`src/rtl/mem_port_unit.sv`:
```
// mem_port_unit: request/acknowledge memory port for a multicycle datapath.
// Accepts one-cycle read/write strobes from the control FSM, latches the
// address and store data, holds mem_req until mem_ack or a timeout, and
// captures read data into MDR and (for fetches) the instruction register.
// MemErr is a sticky flag for protocol violations and memory timeouts.
module mem_port_unit #(
   parameter int TIMEOUT = 15
) (
   input  logic        CLK,
   input  logic        Reset,
   input  logic        MemRead,
   input  logic        MemWrite,
   input  logic        IorD,
   input  logic        IRWrite,
   input  logic [15:0] PC,
   input  logic [15:0] ALUOut,
   input  logic [15:0] WriteData,
   input  logic [15:0] mem_rdata,
   input  logic        mem_ack,
   output logic        mem_req,
   output logic        mem_we,
   output logic [15:0] mem_addr,
   output logic [15:0] mem_wdata,
   output logic [15:0] inst,
   output logic [15:0] MDR,
   output logic        Busy,
   output logic        MemErr
);

   typedef enum logic {IDLE = 1'b0, REQ = 1'b1} state_t;

   // Counter value on which an unacknowledged request gives up; with the
   // counter cleared on entry, this bounds mem_req to TIMEOUT cycles.
   localparam logic [7:0] LAST_CNT = 8'(TIMEOUT - 1);

   state_t      state_q, state_d;
   logic [7:0]  cnt_q, cnt_d;
   logic        ir_load_q, ir_load_d;
   logic        req_q, req_d;
   logic        we_q, we_d;
   logic [15:0] addr_q, addr_d;
   logic [15:0] wdata_q, wdata_d;
   logic [15:0] inst_q, inst_d;
   logic [15:0] mdr_q, mdr_d;
   logic        busy_q, busy_d;
   logic        err_q, err_d;

   logic strobe;
   assign strobe = MemRead | MemWrite;

   // State and output registers, all cleared by a synchronous Reset.
   always_ff @(posedge CLK) begin
      if (Reset) begin
         state_q   <= IDLE;
         cnt_q     <= 8'd0;
         ir_load_q <= 1'b0;
         req_q     <= 1'b0;
         we_q      <= 1'b0;
         addr_q    <= 16'h0000;
         wdata_q   <= 16'h0000;
         inst_q    <= 16'h0000;
         mdr_q     <= 16'h0000;
         busy_q    <= 1'b0;
         err_q     <= 1'b0;
      end else begin
         state_q   <= state_d;
         cnt_q     <= cnt_d;
         ir_load_q <= ir_load_d;
         req_q     <= req_d;
         we_q      <= we_d;
         addr_q    <= addr_d;
         wdata_q   <= wdata_d;
         inst_q    <= inst_d;
         mdr_q     <= mdr_d;
         busy_q    <= busy_d;
         err_q     <= err_d;
      end
   end

   // Next state: leave IDLE on any strobe, leave REQ on ack or timeout.
   always_comb begin
      state_d = state_q;
      case (state_q)
         IDLE:    if (strobe) state_d = REQ;
         REQ:     if (mem_ack || (cnt_q == LAST_CNT)) state_d = IDLE;
         default: state_d = IDLE;
      endcase
   end

   // Next values of the registered outputs, counter and fetch flag.
   always_comb begin
      cnt_d     = cnt_q;
      ir_load_d = ir_load_q;
      req_d     = req_q;
      we_d      = we_q;
      addr_d    = addr_q;
      wdata_d   = wdata_q;
      inst_d    = inst_q;
      mdr_d     = mdr_q;
      busy_d    = busy_q;
      err_d     = err_q;
      case (state_q)
         IDLE: begin
            // mem_ack here is a stray ack and is deliberately ignored.
            if (strobe) begin
               addr_d    = IorD ? ALUOut : PC;
               wdata_d   = WriteData;
               we_d      = MemWrite;          // dual strobe resolves to a write
               ir_load_d = IRWrite & MemRead & ~MemWrite;
               req_d     = 1'b1;
               busy_d    = 1'b1;
               cnt_d     = 8'd0;
               if (MemRead && MemWrite) err_d = 1'b1;
            end
         end
         REQ: begin
            // A strobe here (including on the completing edge) is dropped.
            if (strobe) err_d = 1'b1;
            if (mem_ack) begin
               if (!we_q) begin
                  mdr_d = mem_rdata;
                  if (ir_load_q) inst_d = mem_rdata;
               end
               req_d  = 1'b0;
               busy_d = 1'b0;
            end else if (cnt_q == LAST_CNT) begin
               req_d  = 1'b0;
               busy_d = 1'b0;
               err_d  = 1'b1;
            end else begin
               cnt_d = cnt_q + 8'd1;
            end
         end
         default: ;
      endcase
   end

   assign mem_req   = req_q;
   assign mem_we    = we_q;
   assign mem_addr  = addr_q;
   assign mem_wdata = wdata_q;
   assign inst      = inst_q;
   assign MDR       = mdr_q;
   assign Busy      = busy_q;
   assign MemErr    = err_q;

endmodule
```
`config.mk`:
```
export PLATFORM = sky130hd
export DESIGN_NAME = mem_port_unit
export DESIGN_NICKNAME = d
export VERILOG_FILES = /design/src/rtl/mem_port_unit.sv
export SDC_FILE = /design/constraint.sdc
export NUM_CORES = 1
export LEC_CHECK = 0
export ABC_AREA = 0
export BUFFER_PORTS_ARGS = -buffer_cell sky130_fd_sc_hd__clkbuf_2
export CORE_ASPECT_RATIO = 1.5
export CORE_UTILIZATION = 46
export DETAILED_ROUTE_END_ITERATION = 6
export MAX_ROUTING_LAYER = met4
export PLACE_DENSITY = 0.9
export REMOVE_ABC_BUFFERS = 1
export SYNTH_ARGS = -nofsm -noshare
export SYNTH_HDL_FRONTEND = slang
export SYNTH_SLANG_ARGS = --single-unit
```
`constraint.sdc`:
```
create_clock -name CLK -period 2 [get_ports CLK]
set_input_delay 0.4 -clock CLK [delete_from_list [all_inputs] [get_ports CLK]]
set_output_delay 0.4 -clock CLK [all_outputs]
set_load 0.03 [all_outputs]
```
# Word level (Yosys, flattened, before mapping)
# Cells that the tools add are included.
# word_totals
reg_bits,77
input_bits,71
word_cells,49
out_inout_bits,68
# op_classes
bitwise_logic,6
eq_ne,6
addsub,1
n_reduce_logical,8
mux,18
# ops
operator,count
2-to-1 mux 8 bit,3
2-to-1 mux 16 bit,1
case mux 8 bit (2 select lines),1
2-to-1 mux 1 bit,10
adder 8 x 1 -> 8 bit (second input constant),1
== test 8 x 4 -> 1 bit (second input constant),1
!= test 2 bit (second input constant),4
case mux 1 bit (2 select lines),3
AND reduction 2 bit,3
AND reduction 3 bit,2
AND reduction 4 bit,1
!= test 3 x 2 -> 1 bit (second input constant),1
inverter 1 bit,3
bitwise AND 1 bit,2
logical AND 1 bit,1
logical OR 1 bit,1
bitwise OR 1 bit,1

# Logic depth before layout (Yosys ltp)
# logic_depth
ltp_word,5
mapped_depth,7
ltp_nobuf,6

# Worst setup path after synthesis
# Ideal clock, no wire load.
# synth_path
path_type,flip-flop to flip-flop
startpoint,register we_q (netlist: mem_we)
endpoint,register inst_q[1] (netlist: inst[1])
stages_incl_launch_ff,7
t_required_ns,1.930
setup_slack_ns,0.435
setup_time_ns,0.070
n_path_buf,2
arrival_time_ns,1.494
path_cell_list,dfxtp_1 > and3b_1 > buf_2 > nand2_1 > clkbuf_1 > nand2_1 > a21oi_1
# synth_via
elab_chain_cells,2
# synth_rtl
item,line,rtl
start: declaration,40,"logic we_q, we_d;"
start signal: assignment,70,we_q <= we_d;
inverter 1 bit (no source line),--,
AND reduction 4 bit (no source line),--,
end signal: assignment,73,inst_q <= inst_d;
end: declaration,43,"logic [15:0] inst_q, inst_d;"
# No other way between the ends.
# A chain may end at the register's enable or synchronous reset.

# Worst setup path after layout
# layout_path
startpoint,register cnt_q[7]
endpoint,register cnt_q[1]
# layout_via
elab_chain_cells,3
# layout_rtl
item,line,rtl
start: declaration,37,"logic [7:0] cnt_q, cnt_d;"
start signal: assignment,67,cnt_q <= cnt_d;
== test 8 x 4 -> 1 bit,126,end else if (cnt_q == LAST_CNT) begin
!= test 2 bit (no source line),--,
AND reduction 3 bit (no source line),--,
# No other way between the ends.

==> run_results.csv <==
group,metric,value,unit
synth,synthCells,360,
worst_setup_path,ff2ff_setup_slack,0.21,ns
worst_setup_path,critical_path_depth,4,
drt,ant_nets,0,
worst_setup_path,path_delay_family,"simple AND/OR/NAND/NOR gates",
floorplan,start_util,48.3,%
clocking,cts.sinks,77,
synth,yosysTopAreaCellShare,51.0,%
min_path,hold_class,"primary input to flip-flop",
global_route,gr-usage-all-layers,23.4,%
clocking,postCtsSetupBuffers,0,
clocking,root_buffer,"clkbuf_8",
final_layout,regArea,1540,µm²
place,port_buffers,138,
global_route,grt_pass1_wl,11900,µm
clocking,cts-resized-gates,0,
sta,max_freq,559,MHz
synth,ys_warn_count,0,
sta,rsz0062_at_grt,"no",
final_layout,areaGrowthSynthToFinish,33.0,%
global_route,gr-total-overflow,0,
synth,synth_mux_area_share,5.67,%
floorplan,die_area,6900,µm²
synth,synth-compound-area-share,16.5,%
sta,fin_setup_tns,0,ns
sta,slew_headroom,61.1,%
worst_setup_path,crit_start,"cnt_q[7]",
power,cellPowerDensity,908,nW/µm²
final_layout,antennaDiodeCount,0,
worst_setup_path,cp_cell_sequence,"or4_4, o21ai_4, mux2_2, nor2_1",
clocking,cts.path.max_buffers,2,
clocking,clkTransAtPathRegs,0.08,ns
place,place_area,3770,µm²
synth,ys_seq_area_share,51.0,%
final_layout,finalInstanceArea,4020,µm²
global_route,grt_pass1_vias,2781,
final_layout,mostFrequentLayoutCells,"clkbuf_2 (138), nand2_1 (100), dfxtp_1 (77), a21oi_1 (55), nor2_1 (22)",
worst_setup_path,critPathCaptureType,"flip-flop",
sta,period_minus_slack,1.79,ns
synth,synth_xor_area_share,0,%
worst_setup_path,path_buf_inv,0,
worst_setup_path,arrival,2.08,ns
power,leakage,1.80,nW
final_layout,final_common_cell,"clkbuf_2",
worst_setup_path,cp.required,2.28,ns
clocking,clk_latency,0.35,ns
synth,ys_ff_latch,77,
final_layout,multi_input_area,1360,µm²
worst_setup_path,r2r_end,"cnt_q[1]",
final_layout,fin_nets,564,
worst_setup_path,critical-path-max-stage-delay,0.56,ns
sta,final_hold_viol_count,0,
sta,tightestPinTransition,0.582,ns
synth,synth_fa_ha_area_share,1.16,%
floorplan,coreArea,6260,µm²
floorplan,boundaryPins,139,
drt,wl_per_cell,13.4,µm
synth,yosys-top-cells-area,"dfxtp_1 (51%), nand2_1 (12%), a21oi_1 (9.1%)",
worst_setup_path,crit-reg2reg-launch,"cnt_q[7]",
global_route,grt_max_degree,73,
global_route,antenna_found_initial,0,
min_path,min_from,"WriteData[4]",
worst_setup_path,slowest_stage,"or4_4",
floorplan,rows,35,
floorplan,die_height,101,µm
worst_setup_path,path_max_fanout,16,
sta,skew,0.00503,ns
place,hpwl,5480,µm
clocking,tritoncts,"built",
power,vdd_ir_drop_max,539,µV
drt,drc,0,
job,maxCapViolations,0,
worst_setup_path,worstSetupEndpoint,"cnt_q[1]",
clocking,h-tree-depth,3,
final_layout,drive_above_1_share,34.7,%
synth,synth_top_family_by_area,"simple AND/OR/NAND/NOR gates",
worst_setup_path,startpoint_type,"flip-flop",
drt,via_count,2964,
drt,drtPass1Iterations,4,
synth,synthSimpleGateAreaFrac,21.3,%
place,routabilityCongestion,0.811,
synth,yosysUniqueCellTypes,31,
sta,maxSlewViolCount,0,
final_layout,fillers,546,
clocking,cts_hold_buf,0,
synth,synth.avg_cell_area,8.39,µm²
drt,drt-initial-drc-count,155,
worst_setup_path,reg2regPathDepth,4,
sta,min_period_over_period,89.5,%
synth,yosys.area.top_type,"dfxtp_1",
floorplan,die_w,68.2,µm
clocking,numCtsBuffers,9,
worst_setup_path,worstSetupPathType,"flip-flop to flip-flop",
outcome,status,"completed",
drt,postRouteWirelength,7610,µm
synth,synth_area,3020,µm²
drt,vias_per_cell,5.20,
sta,setup_viol,0,
[area by class of cell]
class	instances	share of cell area (%)
clock buffer	9	3.08
clock inverter	7	3.05
inverter	3	0.280
multi-input combinational	253	33.7
sequential	77	38.4
tap	74	2.30
timing repair buffer	147	19.2
[per-layer routing]
layer	track usage [%]	vias to the layer above	routed length (µm)
met3	5.18	15	435
li1	-	1490	-
met2	42.3	104	4050
met1	22.9	1355	2970
met5	-	-	0
met4	10.6	0	157
[worst min path at each step]
| stage | end | slack (ns) | cells past startpoint |
|---|---|---|---|
| 6_report | mem_wdata[4] | 0.27 | 3 |
| 5_1_grt | mem_wdata[1] | 0.26 | 3 |
| 4_1_cts | mem_wdata[2] | 0.25 | 3 |
| 3_5_place_dp | mem_wdata[3] | 0.45 | 2 |
| 3_3_place_gp | inst[0] | 0.44 | 2 |
| 2_1_floorplan | cnt_q[3] | 0.46 | 1 |
[cells in the mapped netlist (all sizes together)]
library cell / instances
nand3: 6
and2: 1
nand4b: 3
clkbuf: 16
inv: 3
ha: 2
maj3: 1
nor2b: 1
and3b: 1
dfxtp: 77
nand2: 100
nand2b: 3
mux2i: 16
or2: 2
buf: 11
nand3b: 3
or4: 3
a211oi: 18
or3: 4
nor2: 23
a21oi: 57
o211ai: 5
o21bai: 1
mux2: 1
o21ai: 2
[per-stage QoR]
| step | setup WS, ns | instances | util [%] | power [mW] | hold WS (ns) |
|---|---|---|---|---|---|
| 6_report | 0.209 | 570 | 64.2 | 3.65 | 0.273 |
| 5_1_grt | 0.137 | 570 | 64.2 | 3.79 | 0.257 |
| 4_1_cts | 0.233 | 570 | 64.2 | 3.68 | 0.252 |
| 3_3_place_gp | 0.287 | 554 | 60.2 | 2.25 | 0.440 |
| 3_5_place_dp | 0.261 | 554 | 60.2 | 2.27 | 0.446 |
| 2_1_floorplan | -0.331 | 333 | - | 2.01 | 0.462 |
[registers in the layout (all words and copies together), names as in the netlist]
signal     count
Busy           1
MDR           16
MemErr         1
cnt_q          8
inst          16
ir_load_q      1
mem_addr      16
mem_wdata     16
mem_we         1
state_q        1
[cell families after synthesis]
family          Yosys count
compound gates           83
fa+ha+maj                 3
buf+inv                  30
flops                    77
mux                      17
simple gates            150
[report_power, final]
part	total, mW	internal (mW)	switching, mW
Combinational	0.575	0.197	0.378
Clock	1.42	0.835	0.584
Sequential	1.66	1.61	0.0438
Total	3.65	2.64	1.01
[worst min-delay path, cell delays in order]
cell and delay, ns:
clkbuf_2 0.08, nand2_1 0.05, a21oi_1 0.05
Power figures use the tool's default switching activity.
